--- src/rtl/apu_pkg.sv ---
// Shared APU constants and helpers for the envelope bank.
package apu_pkg;

    // Default width of param, divider, decay counter and volume.
    localparam int ENV_VOL_W = 4;

    // Terminal (maximum) envelope value for a given volume width.
    function automatic int env_max(input int vol_w);
        return (1 << vol_w) - 1;
    endfunction

endpackage

--- src/rtl/envelope_bank_if.sv ---
// Per-channel control and status bundle between the register/frame logic and the envelope bank.
interface envelope_bank_if
    import apu_pkg::*;
#(
    parameter int CH    = 3,
    parameter int VOL_W = ENV_VOL_W
);
    logic                      cpu_en;
    logic                      quarter_frame;
    logic [CH-1:0]             loop;
    logic [CH-1:0]             constant_volume;
    logic [CH-1:0]             rise;
    logic [CH-1:0]             start;
    logic [CH-1:0][VOL_W-1:0]  param;
    logic [CH-1:0][VOL_W-1:0]  volume;
    logic [CH-1:0]             done;

    modport master (
        output cpu_en, quarter_frame, loop, constant_volume, rise, start, param,
        input  volume, done
    );

    modport slave (
        input  cpu_en, quarter_frame, loop, constant_volume, rise, start, param,
        output volume, done
    );
endinterface

--- src/rtl/envelope_channel.sv ---
// One envelope unit: start flag, period divider and decay/attack counter.
module envelope_channel
    import apu_pkg::*;
#(
    parameter int VOL_W = ENV_VOL_W
) (
    input  logic             clk,
    input  logic             rst_n,
    input  logic             cpu_en,
    input  logic             quarter_frame,
    input  logic             loop,
    input  logic             constant_volume,
    input  logic             rise,
    input  logic             start,
    input  logic [VOL_W-1:0] param,
    output logic [VOL_W-1:0] volume,
    output logic             done
);
    localparam logic [VOL_W-1:0] MAX = VOL_W'(env_max(VOL_W));

    logic             start_flg_reg, start_flg_next;
    logic [VOL_W-1:0] divider_reg, divider_next;
    logic [VOL_W-1:0] decay_reg, decay_next;

    // Next-state: a pending start reloads on the next quarter frame, otherwise the divider
    // paces steps of the decay counter; wrap only happens through the loop flag.
    always_comb begin
        start_flg_next = start_flg_reg;
        divider_next   = divider_reg;
        decay_next     = decay_reg;
        if (cpu_en) begin
            if (start) begin
                start_flg_next = 1'b1;
            end else if (quarter_frame) begin
                start_flg_next = 1'b0;
            end
            if (quarter_frame) begin
                if (start_flg_reg) begin
                    divider_next = param;
                    decay_next   = rise ? '0 : MAX;
                end else if (divider_reg == '0) begin
                    divider_next = param;
                    if (rise) begin
                        if (decay_reg != MAX) begin
                            decay_next = decay_reg + 1'b1;
                        end else if (loop) begin
                            decay_next = '0;
                        end
                    end else begin
                        if (decay_reg != '0) begin
                            decay_next = decay_reg - 1'b1;
                        end else if (loop) begin
                            decay_next = MAX;
                        end
                    end
                end else begin
                    divider_next = divider_reg - 1'b1;
                end
            end
        end
    end

    // State register with asynchronous clear.
    always_ff @(posedge clk or negedge rst_n) begin
        if (!rst_n) begin
            start_flg_reg <= 1'b0;
            divider_reg   <= '0;
            decay_reg     <= '0;
        end else begin
            start_flg_reg <= start_flg_next;
            divider_reg   <= divider_next;
            decay_reg     <= decay_next;
        end
    end

    // Outputs: constant volume bypasses the counter; done flags a parked, non-looping envelope.
    always_comb begin
        volume = constant_volume ? param : decay_reg;
        done   = !loop && !start_flg_reg && (decay_reg == (rise ? MAX : '0));
    end
endmodule

--- src/rtl/envelope_bank.sv ---
// Bank of independent envelope channels sharing clock, cpu_en and quarter-frame tick.
module envelope_bank
    import apu_pkg::*;
#(
    parameter int CH    = 3,
    parameter int VOL_W = ENV_VOL_W
) (
    input  logic           clk,
    input  logic           rst_n,
    envelope_bank_if.slave bus
);
    logic [CH-1:0][VOL_W-1:0] volume_w;
    logic [CH-1:0]            done_w;

    genvar gi;
    generate
        for (gi = 0; gi < CH; gi++) begin : g_ch
            envelope_channel #(
                .VOL_W(VOL_W)
            ) u_channel (
                .clk             (clk),
                .rst_n           (rst_n),
                .cpu_en          (bus.cpu_en),
                .quarter_frame   (bus.quarter_frame),
                .loop            (bus.loop[gi]),
                .constant_volume (bus.constant_volume[gi]),
                .rise            (bus.rise[gi]),
                .start           (bus.start[gi]),
                .param           (bus.param[gi]),
                .volume          (volume_w[gi]),
                .done            (done_w[gi])
            );
        end
    endgenerate

    assign bus.volume = volume_w;
    assign bus.done   = done_w;
endmodule

--- src/flat_wrapper.sv ---
// flat-port wrapper written by rule: the top's interface ports become plain ports
module envelope_bank_flat import apu_pkg::*;
#(
    parameter int CH    = 3,
    parameter int VOL_W = ENV_VOL_W
)
  (clk, rst_n, bus_cpu_en, bus_quarter_frame, bus_loop, bus_constant_volume, bus_rise, bus_start, bus_param, bus_volume, bus_done);
  envelope_bank_if #(.CH(CH), .VOL_W(VOL_W)) bus_i ();
  input  logic clk;
  input  logic rst_n;
  input wire logic [$bits(bus_i.cpu_en)-1:0] bus_cpu_en;
  input wire logic [$bits(bus_i.quarter_frame)-1:0] bus_quarter_frame;
  input wire logic [$bits(bus_i.loop)-1:0] bus_loop;
  input wire logic [$bits(bus_i.constant_volume)-1:0] bus_constant_volume;
  input wire logic [$bits(bus_i.rise)-1:0] bus_rise;
  input wire logic [$bits(bus_i.start)-1:0] bus_start;
  input wire logic [$bits(bus_i.param)-1:0] bus_param;
  output wire logic [$bits(bus_i.volume)-1:0] bus_volume;
  output wire logic [$bits(bus_i.done)-1:0] bus_done;
  assign bus_i.cpu_en = bus_cpu_en;
  assign bus_i.quarter_frame = bus_quarter_frame;
  assign bus_i.loop = bus_loop;
  assign bus_i.constant_volume = bus_constant_volume;
  assign bus_i.rise = bus_rise;
  assign bus_i.start = bus_start;
  assign bus_i.param = bus_param;
  assign bus_volume = bus_i.volume;
  assign bus_done = bus_i.done;
  envelope_bank #(.CH(CH), .VOL_W(VOL_W)) u_core (.clk(clk), .rst_n(rst_n), .bus(bus_i));
endmodule
--- config.mk ---
export PLATFORM = sky130hd
export DESIGN_NAME = envelope_bank_flat
export DESIGN_NICKNAME = d
export VERILOG_FILES = /design/src/rtl/apu_pkg.sv /design/src/rtl/envelope_bank_if.sv /design/src/rtl/envelope_channel.sv /design/src/rtl/envelope_bank.sv /design/src/flat_wrapper.sv
export SDC_FILE = /design/constraint.sdc
export NUM_CORES = 1
export LEC_CHECK = 0
export ABC_AREA = 1
export BUFFER_PORTS_ARGS = -buffer_cell sky130_fd_sc_hd__buf_2
export CAP_MARGIN = 20
export CORE_MARGIN = 10
export CORE_UTILIZATION = 52
export CTS_BUF_LIST = sky130_fd_sc_hd__clkbuf_8
export CTS_CLUSTER_DIAMETER = 120
export CTS_CLUSTER_SIZE = 16
export DETAILED_ROUTE_END_ITERATION = 8
export MAX_ROUTING_LAYER = met4
export PLACE_DENSITY = 0.8
export RECOVER_POWER = 25
export REMOVE_ABC_BUFFERS = 1
export SLEW_MARGIN = 10
export SYNTH_ARGS = -nofsm -noshare
export SYNTH_HDL_FRONTEND = slang
export SYNTH_SLANG_ARGS = --single-unit
--- constraint.sdc ---
create_clock -name clk -period 1.3 [get_ports clk]
set_input_delay 0.13 -clock clk [delete_from_list [all_inputs] [get_ports clk]]
set_output_delay 0.13 -clock clk [all_outputs]
set_load 0.005 [all_outputs]
==> results of run 1 <==
## final timing paths
check                                                             start                                 endpoint  slack [ns]  cells past startpoint
worst max-delay path              u_core.g_ch[1].u_channel.decay_reg[0]                              bus_done[1]       -0.31                      6
worst min-delay path                                       bus_param[4]  u_core.g_ch[1].u_channel.divider_reg[0]        0.06                      3
worst max register to register    u_core.g_ch[1].u_channel.decay_reg[0]    u_core.g_ch[1].u_channel.decay_reg[2]       -0.20                     10
worst min register to register  u_core.g_ch[0].u_channel.divider_reg[3]  u_core.g_ch[0].u_channel.divider_reg[3]        0.50                      2
max in group asynchronous                                         rst_n    u_core.g_ch[0].u_channel.decay_reg[2]        0.45                      2
min in group asynchronous                                         rst_n  u_core.g_ch[2].u_channel.divider_reg[0]        0.40                      2
## cells in the final DEF (no fill, tap or decap), types with 9 or more instances in the layout
cell,instances
sky130_fd_sc_hd__a21oi_1,9
sky130_fd_sc_hd__buf_2,42
sky130_fd_sc_hd__buf_4,38
sky130_fd_sc_hd__buf_6,19
sky130_fd_sc_hd__dfrtp_1,22
sky130_fd_sc_hd__ha_4,10
sky130_fd_sc_hd__inv_1,9
sky130_fd_sc_hd__inv_2,18
sky130_fd_sc_hd__nand2_1,68
sky130_fd_sc_hd__nand2_2,10
sky130_fd_sc_hd__nand2_4,10
sky130_fd_sc_hd__nand3_1,13
sky130_fd_sc_hd__nor2_1,21
sky130_fd_sc_hd__o21ai_0,14
sky130_fd_sc_hd__o21ai_1,21
sky130_fd_sc_hd__o21ai_2,14
## metrics by stage
| step | setup TNS (ns) | hold WS (ns) |
|---|---|---|
| after floorplan | -0.1041 | -0.1656 |
| after detailed placement | -0.7648 | 0.1799 |
| after global routing | -3.905 | 0.06903 |
| after global placement | -0.2810 | 0.1735 |
| final | -2.282 | 0.06287 |
| after CTS | -1.315 | 0.05551 |
## area by class of cell
cell class	count	share of cell area
Multi-Input combinational cell	236	0.4998
Timing Repair Buffer	100	0.2156
Sequential cell	27	0.2043
Inverter	35	0.04687
Tap cell	50	0.01875
Clock buffer	3	0.01237
Clock inverter	1	0.002250
## layer usage
metal  global-route usage  up-vias  wire [um]
met5                    -        -          0
met4              0.05090        0        313
met3              0.03478       34        553
met2               0.3240      144       3813
met1               0.2159     1204       3052
li1                     -     1202          -
## report_power, final
| group | internal, mW | total [mW] | switching (mW) |
|---|---|---|---|
| combinational | 2.08 | 4.32 | 2.24 |
| clock | 0.218 | 0.504 | 0.286 |
| sequential | 1.15 | 1.51 | 0.360 |
## cells in the mapped netlist
cell type                  count  share of area
sky130_fd_sc_hd__nand4_1       3         0.0086
sky130_fd_sc_hd__a21oi_1      10          0.023
sky130_fd_sc_hd__a31oi_1       2         0.0057
sky130_fd_sc_hd__inv_1        25          0.043
sky130_fd_sc_hd__nand3b_1      1         0.0034
sky130_fd_sc_hd__nand3_4       1         0.0080
sky130_fd_sc_hd__o211ai_1      2         0.0069
sky130_fd_sc_hd__clkinv_1      1         0.0017
sky130_fd_sc_hd__dfrtp_1      27           0.31
sky130_fd_sc_hd__inv_2         6          0.010
sky130_fd_sc_hd__nor2_2        5          0.014
sky130_fd_sc_hd__clkinv_4      1         0.0040
sky130_fd_sc_hd__nand2_4       5          0.026
sky130_fd_sc_hd__buf_4         4          0.014
sky130_fd_sc_hd__nand2_2       3         0.0086
sky130_fd_sc_hd__nor2_8        1         0.0092
sky130_fd_sc_hd__o22ai_1       1         0.0029
sky130_fd_sc_hd__ha_1         13          0.075
sky130_fd_sc_hd__o21ai_2       1         0.0040
sky130_fd_sc_hd__nor4_1        2         0.0057
sky130_fd_sc_hd__nor2_4        2          0.010
sky130_fd_sc_hd__nand3_1      17          0.039
sky130_fd_sc_hd__nand2_1      80           0.14
sky130_fd_sc_hd__o221ai_1      1         0.0040
sky130_fd_sc_hd__xor2_1        8          0.032
sky130_fd_sc_hd__inv_6         1         0.0040
sky130_fd_sc_hd__nand3_2       1         0.0046
sky130_fd_sc_hd__nand4_2       1         0.0057
sky130_fd_sc_hd__a21oi_2       3          0.012
sky130_fd_sc_hd__nor2_1       24          0.041
sky130_fd_sc_hd__buf_6         2          0.010
sky130_fd_sc_hd__inv_4         1         0.0029
sky130_fd_sc_hd__o21ai_0      36          0.083
sky130_fd_sc_hd__o21ai_1      13          0.030
## cells by family after synthesis
kind of cell / Yosys count / share of synthesized area
simple gates: 146 / 0.3224
flops: 27 / 0.3098
xor+xnor: 8 / 0.03213
fa+ha+maj: 13 / 0.07459
buf+inv: 41 / 0.09008
compound gates: 69 / 0.1710
## critical path, cell delays in order (launching register included)
cell and delay [ns]:
sky130_fd_sc_hd__dfrtp_1 0.41, sky130_fd_sc_hd__inv_2 0.09, sky130_fd_sc_hd__buf_6 0.10, sky130_fd_sc_hd__ha_4 0.18, sky130_fd_sc_hd__nand3b_1 0.15, sky130_fd_sc_hd__a21oi_1 0.14
sky130_fd_sc_hd__buf_2 0.14
## timing repair
action | in CTS | in global routing
endpoints found under the hold margin | 27 | 0
resized for setup | 71 | 68
hold buffers | 1 | 0
buffers inserted | 17 | 17
setup endpoints to repair | 30 | 35
pin swaps | 20 | 26
==> flow_results.xml, run 1 <==
<?xml version="1.0" encoding="UTF-8"?>
<metrics>
  <group name="cells_and_area">
    <metric name="area_growth_syn_to_layout" unit="%">53.01</metric>
    <metric name="post-route-util" unit="">0.8283</metric>
    <metric name="fillers" unit="">225</metric>
    <metric name="regArea" unit="um^2">681.9</metric>
    <metric name="fraction_of_final_layout_cells_sized_beyond_drive_strength_1" unit="">0.5075</metric>
    <metric name="multiInputGateArea" unit="um^2">1668</metric>
    <metric name="finish.net_count" unit="">444</metric>
    <metric name="final_cell_count_no_fill" unit="">452</metric>
    <metric name="antenna-diode-count" unit="">0</metric>
    <metric name="fin_area" unit="um^2">3337</metric>
  </group>
  <group name="synthesis">
    <metric name="netlist_area" unit="um^2">2181</metric>
    <metric name="synth_warnings" unit="">0</metric>
    <metric name="synth_cell_type_count" unit="">34</metric>
    <metric name="yosys_register_bits" unit="">27</metric>
    <metric name="netlist_instances" unit="">304</metric>
    <metric name="synth_seq_area_share" unit="">0.3098</metric>
    <metric name="synth_area_per_cell" unit="um^2">7.174</metric>
  </group>
  <group name="timing">
    <metric name="worst_pin_slew" unit="ns">0.6348</metric>
    <metric name="report.final.hold_viol_count" unit="">0</metric>
    <metric name="maxClockFrequency" unit="MHz">620.8</metric>
    <metric name="fin_crit_period" unit="ns">1.611</metric>
    <metric name="maxSlewViolCount" unit="">0</metric>
    <metric name="finalSetupViolCount" unit="">20</metric>
    <metric name="timing.final.ws_setup" unit="ns">-0.3110</metric>
    <metric name="fin_worst_skew" unit="ns">0.005545</metric>
    <metric name="relSlewSlack" unit="">0.5768</metric>
    <metric name="final_cycle_share" unit="">1.239</metric>
    <metric name="grt_setup_unrepaired" unit="">true</metric>
  </group>
  <group name="status">
    <metric name="status" unit="">finished with violations</metric>
    <metric name="violations" unit="">setup timing</metric>
  </group>
  <group name="global_route">
    <metric name="grt_pass1_wl" unit="um">11240</metric>
    <metric name="grt_overflow" unit="">0</metric>
    <metric name="grtUsageTotal" unit="">0.1875</metric>
    <metric name="largest_net_degree_at_the_start_of_global_routing" unit="">28</metric>
    <metric name="grt_pass1_vias" unit="">2413</metric>
    <metric name="grt_antenna_before_repair" unit="">0</metric>
  </group>
  <group name="place">
    <metric name="place_congestion" unit="">0.8518</metric>
    <metric name="numPlacedInstances" unit="">415</metric>
    <metric name="port_buffers" unit="">42</metric>
    <metric name="place.detailed.hpwl" unit="um">4319</metric>
    <metric name="dp_worst_setup_slack" unit="ns">-0.09417</metric>
    <metric name="placement_stage_cell_area" unit="um^2">2589</metric>
  </group>
  <group name="clocking">
    <metric name="clock_tree.root_cell" unit="">sky130_fd_sc_hd__clkbuf_8</metric>
    <metric name="clk-insertion-delay-late" unit="ns">0.28</metric>
    <metric name="max-clock-path-buffers" unit="">2</metric>
    <metric name="tritoncts_clock_tree" unit="">yes</metric>
    <metric name="cts_made_buffers" unit="">3</metric>
    <metric name="path_clk_slew" unit="ns">0.10</metric>
    <metric name="clock_tree.htree_level_count" unit="">1</metric>
    <metric name="clock-sinks" unit="">27</metric>
  </group>
  <group name="floorplan">
    <metric name="io_pins" unit="">43</metric>
    <metric name="core-area" unit="um^2">4029</metric>
    <metric name="die_w" unit="um">84.76</metric>
    <metric name="initial_core_util" unit="">0.5413</metric>
    <metric name="fp.dieArea" unit="um^2">7184</metric>
    <metric name="die_h" unit="um">84.76</metric>
    <metric name="placementRows" unit="">23</metric>
  </group>
  <group name="detailed_routing">
    <metric name="detail_route.wl_per_cell" unit="um">17.11</metric>
    <metric name="totalWireLength" unit="um">7732</metric>
    <metric name="route.detailed.vias_per_inst" unit="">5.717</metric>
    <metric name="ant_nets" unit="">0</metric>
    <metric name="drtIter0Drc" unit="">187</metric>
    <metric name="drc" unit="">0</metric>
    <metric name="drtPass1Iterations" unit="">5</metric>
    <metric name="detailroute.via_count" unit="">2584</metric>
  </group>
  <group name="pwr">
    <metric name="design_power_total" unit="mW">6.338</metric>
    <metric name="power.leakage" unit="nW">1.581</metric>
    <metric name="power_density" unit="nW/um^2">1899</metric>
    <metric name="peakVddDrop" unit="uV">979.3</metric>
  </group>
  <group name="worst_setup_path">
    <metric name="timing_worst_setup_path_type" unit="">reg -&gt; out</metric>
    <metric name="timing.critical_path.arrival" unit="ns">1.48</metric>
    <metric name="crit_path_end_kind" unit="">output pin</metric>
    <metric name="worst_ep_required_time" unit="ns">1.17</metric>
    <metric name="critPathLaunchType" unit="">flop</metric>
    <metric name="timing.critical_path.fanout_max" unit="">2</metric>
  </group>
  <group name="min_path">
    <metric name="worst_hold_path_type" unit="">in -&gt; reg</metric>
  </group>
  <group name="job">
    <metric name="cap_viol_max_count" unit="">0</metric>
  </group>
</metrics>
Power figures use the tool's default switching activity.
==> inputs of run 2 (changes only) <==
--- a/config.mk
+++ b/config.mk
@@ -8,14 +8,13 @@
 export ABC_AREA = 1
 export BUFFER_PORTS_ARGS = -buffer_cell sky130_fd_sc_hd__buf_2
 export CAP_MARGIN = 20
-export CORE_MARGIN = 10
-export CORE_UTILIZATION = 52
+export CORE_UTILIZATION = 60
 export CTS_BUF_LIST = sky130_fd_sc_hd__clkbuf_8
 export CTS_CLUSTER_DIAMETER = 120
 export CTS_CLUSTER_SIZE = 16
 export DETAILED_ROUTE_END_ITERATION = 8
 export MAX_ROUTING_LAYER = met4
-export PLACE_DENSITY = 0.8
+export PLACE_DENSITY = 0.87
 export RECOVER_POWER = 25
 export REMOVE_ABC_BUFFERS = 1
 export SLEW_MARGIN = 10
==> constraint.sdc (replaced) <==
create_clock -name clk -period 2 [get_ports clk]
set_input_delay 0.2 -clock clk [delete_from_list [all_inputs] [get_ports clk]]
set_output_delay 0.2 -clock clk [all_outputs]
set_load 0.005 [all_outputs]
==> run 2 against run 1 <==
Effect of this change:
- the flow now finishes without violations
- count of clock-buffer cells in the layout did not move
- cell area down 26%
- total power fell by 60%
- worst setup slack better by 0.63 ns
- largest power group unchanged
==> flow_results.xml, run 2 (synthesis results as in run 1) <==
<?xml version="1.0" encoding="UTF-8"?>
<metrics>
  <group name="timing">
    <metric name="worst_pin_slew" unit="ns">0.5846</metric>
    <metric name="final_cycle_share" unit="">0.8409</metric>
    <metric name="maxSlewViolCount" unit="">0</metric>
    <metric name="fin_crit_period" unit="ns">1.682</metric>
    <metric name="grt_setup_unrepaired" unit="">false</metric>
    <metric name="relSlewSlack" unit="">0.6103</metric>
    <metric name="report.final.hold_viol_count" unit="">0</metric>
    <metric name="fin_worst_skew" unit="ns">0.008218</metric>
    <metric name="fin_setup_tns" unit="ns">0</metric>
    <metric name="maxClockFrequency" unit="MHz">594.6</metric>
    <metric name="finalSetupViolCount" unit="">0</metric>
    <metric name="timing.final.ws_setup" unit="ns">0.3182</metric>
    <metric name="fin_worst_hold_slack" unit="ns">0.1327</metric>
  </group>
  <group name="cells_and_area">
    <metric name="fin_area" unit="um^2">2455</metric>
    <metric name="multiInputGateArea" unit="um^2">1309</metric>
    <metric name="fillers" unit="">308</metric>
    <metric name="fraction_of_final_layout_cells_sized_beyond_drive_strength_1" unit="">0.2203</metric>
    <metric name="regArea" unit="um^2">675.6</metric>
    <metric name="finish.net_count" unit="">387</metric>
    <metric name="area_growth_syn_to_layout" unit="%">12.56</metric>
    <metric name="commonest_non_fill_non_tap_cells_in_the_layout" unit="">sky130_fd_sc_hd__nand2_1 (80), sky130_fd_sc_hd__buf_2 (42), sky130_fd_sc_hd__o21ai_0 (36), sky130_fd_sc_hd__inv_1 (27), sky130_fd_sc_hd__dfrtp_1 (27)</metric>
    <metric name="final_common_cell" unit="">sky130_fd_sc_hd__nand2_1</metric>
    <metric name="post-route-util" unit="">0.7187</metric>
    <metric name="final_cell_count_no_fill" unit="">391</metric>
    <metric name="antenna-diode-count" unit="">0</metric>
  </group>
  <group name="clocking">
    <metric name="post_cts_buffers" unit="">0</metric>
    <metric name="clock-sinks" unit="">27</metric>
    <metric name="clock_tree.htree_level_count" unit="">1</metric>
    <metric name="path_clk_slew" unit="ns">0.09</metric>
    <metric name="cts_made_buffers" unit="">3</metric>
    <metric name="max-clock-path-buffers" unit="">2</metric>
    <metric name="tritoncts_clock_tree" unit="">yes</metric>
    <metric name="clock_tree.root_cell" unit="">sky130_fd_sc_hd__clkbuf_8</metric>
    <metric name="clk-insertion-delay-late" unit="ns">0.28</metric>
  </group>
  <group name="worst_setup_path">
    <metric name="timing.critical_path.fanout_max" unit="">5</metric>
    <metric name="rrSetupSlack" unit="ns">0.50</metric>
    <metric name="timing_worst_setup_path_type" unit="">reg -&gt; out</metric>
    <metric name="worst_ep_required_time" unit="ns">1.80</metric>
    <metric name="timing.critical_path.arrival" unit="ns">1.48</metric>
    <metric name="critPathLaunchType" unit="">flop</metric>
    <metric name="timing.reg2reg.worst_path_depth" unit="">7</metric>
    <metric name="r2r_start" unit="">u_core.g_ch[2].u_channel.divider_reg[0]</metric>
    <metric name="crit_path_end_kind" unit="">output pin</metric>
    <metric name="r2r-end" unit="">u_core.g_ch[2].u_channel.divider_reg[1]</metric>
  </group>
  <group name="global_route">
    <metric name="grtUsageTotal" unit="">0.2627</metric>
    <metric name="grt_pass1_vias" unit="">1934</metric>
    <metric name="grt_overflow" unit="">0</metric>
    <metric name="grt_pass1_wl" unit="um">8073</metric>
    <metric name="grt_antenna_before_repair" unit="">0</metric>
    <metric name="largest_net_degree_at_the_start_of_global_routing" unit="">28</metric>
  </group>
  <group name="min_path">
    <metric name="worst_hold_path_type" unit="">in -&gt; reg</metric>
    <metric name="hold-path-cell-count" unit="">3</metric>
    <metric name="hold-path-endpoint" unit="">u_core.g_ch[1].u_channel.start_flg_reg</metric>
    <metric name="hold_path_startpoint" unit="">bus_start[1]</metric>
  </group>
  <group name="place">
    <metric name="dp_worst_setup_slack" unit="ns">0.5196</metric>
    <metric name="placement_stage_cell_area" unit="um^2">2396</metric>
    <metric name="port_buffers" unit="">42</metric>
    <metric name="numPlacedInstances" unit="">386</metric>
    <metric name="place.detailed.hpwl" unit="um">3604</metric>
    <metric name="place_congestion" unit="">0.9247</metric>
  </group>
  <group name="job">
    <metric name="cap_viol_max_count" unit="">0</metric>
  </group>
  <group name="detailed_routing">
    <metric name="totalWireLength" unit="um">4506</metric>
    <metric name="drtPass1Iterations" unit="">4</metric>
    <metric name="detail_route.wl_per_cell" unit="um">11.52</metric>
    <metric name="drtIter0Drc" unit="">116</metric>
    <metric name="drc" unit="">0</metric>
    <metric name="ant_nets" unit="">0</metric>
    <metric name="route.detailed.vias_per_inst" unit="">5.284</metric>
    <metric name="detailroute.via_count" unit="">2066</metric>
  </group>
  <group name="floorplan">
    <metric name="initial_core_util" unit="">0.6385</metric>
    <metric name="fp.dieArea" unit="um^2">3880</metric>
    <metric name="die_w" unit="um">62.29</metric>
    <metric name="placementRows" unit="">21</metric>
    <metric name="die_h" unit="um">62.29</metric>
    <metric name="core-area" unit="um^2">3416</metric>
    <metric name="io_pins" unit="">43</metric>
  </group>
  <group name="status">
    <metric name="status" unit="">finished clean</metric>
  </group>
  <group name="pwr">
    <metric name="design_power_total" unit="mW">2.561</metric>
    <metric name="power.leakage" unit="nW">1.254</metric>
    <metric name="peakVddDrop" unit="uV">685.2</metric>
    <metric name="power_density" unit="nW/um^2">1043</metric>
  </group>
</metrics>
run 2: worst max-delay path by stage:
stage | from | to | slack [ns] | depth (start not counted)
2_1_floorplan | u_core.g_ch[1].u_channel.decay_reg[0] | u_core.g_ch[1].u_channel.decay_reg[0] | 0.66 | 9
3_3_place_gp | u_core.g_ch[2].u_channel.divider_reg[0] | u_core.g_ch[2].u_channel.divider_reg[1] | 0.57 | 7
3_5_place_dp | u_core.g_ch[1].u_channel.decay_reg[0] | u_core.g_ch[1].u_channel.decay_reg[2] | 0.52 | 9
4_1_cts | u_core.g_ch[1].u_channel.decay_reg[0] | bus_done[1] | 0.33 | 5
5_1_grt | u_core.g_ch[0].u_channel.decay_reg[3] | bus_done[0] | 0.17 | 5
6_report | u_core.g_ch[1].u_channel.decay_reg[0] | bus_done[1] | 0.32 | 5
run 2: layout make-up:
class / instances / area share
clock inverter: 1 / 0.003058
timing repair buffer: 43 / 0.08970
tap: 46 / 0.02345
inverter: 35 / 0.05861
clock buffer: 3 / 0.01682
sequential: 27 / 0.2752
multi-input combinational: 236 / 0.5331
run 2: routing by layer:
| metal | global-route usage | share of wire | up-vias |
|---|---|---|---|
| met4 | 0.04070 | 0.0053 | 0 |
| met5 | - | 0 | - |
| met2 | 0.4588 | 0.49 | 40 |
| li1 | - | - | 1083 |
| met1 | 0.3270 | 0.46 | 938 |
| met3 | 0.04044 | 0.042 | 5 |
run 2: worst max-delay path: stages (launching register included):
cell	delay [ns]
sky130_fd_sc_hd__dfrtp_1	0.41
sky130_fd_sc_hd__inv_1	0.15
sky130_fd_sc_hd__ha_1	0.25
sky130_fd_sc_hd__nand3b_1	0.15
sky130_fd_sc_hd__a21oi_1	0.11
sky130_fd_sc_hd__buf_2	0.12
run 2: repair_timing:
action	CTS	global route
hold endpoints to repair	27	0
hold buffers	1	0
resized for setup	0	0
setup endpoints to repair	0	0
run 2: report_power, final:
part           internal, mW  leakage (nW)  switching, mW
Sequential            0.738         0.326          0.251
Combinational         0.501         0.905          0.757
Clock                 0.142        0.0217          0.173
Total                  1.38          1.25           1.18
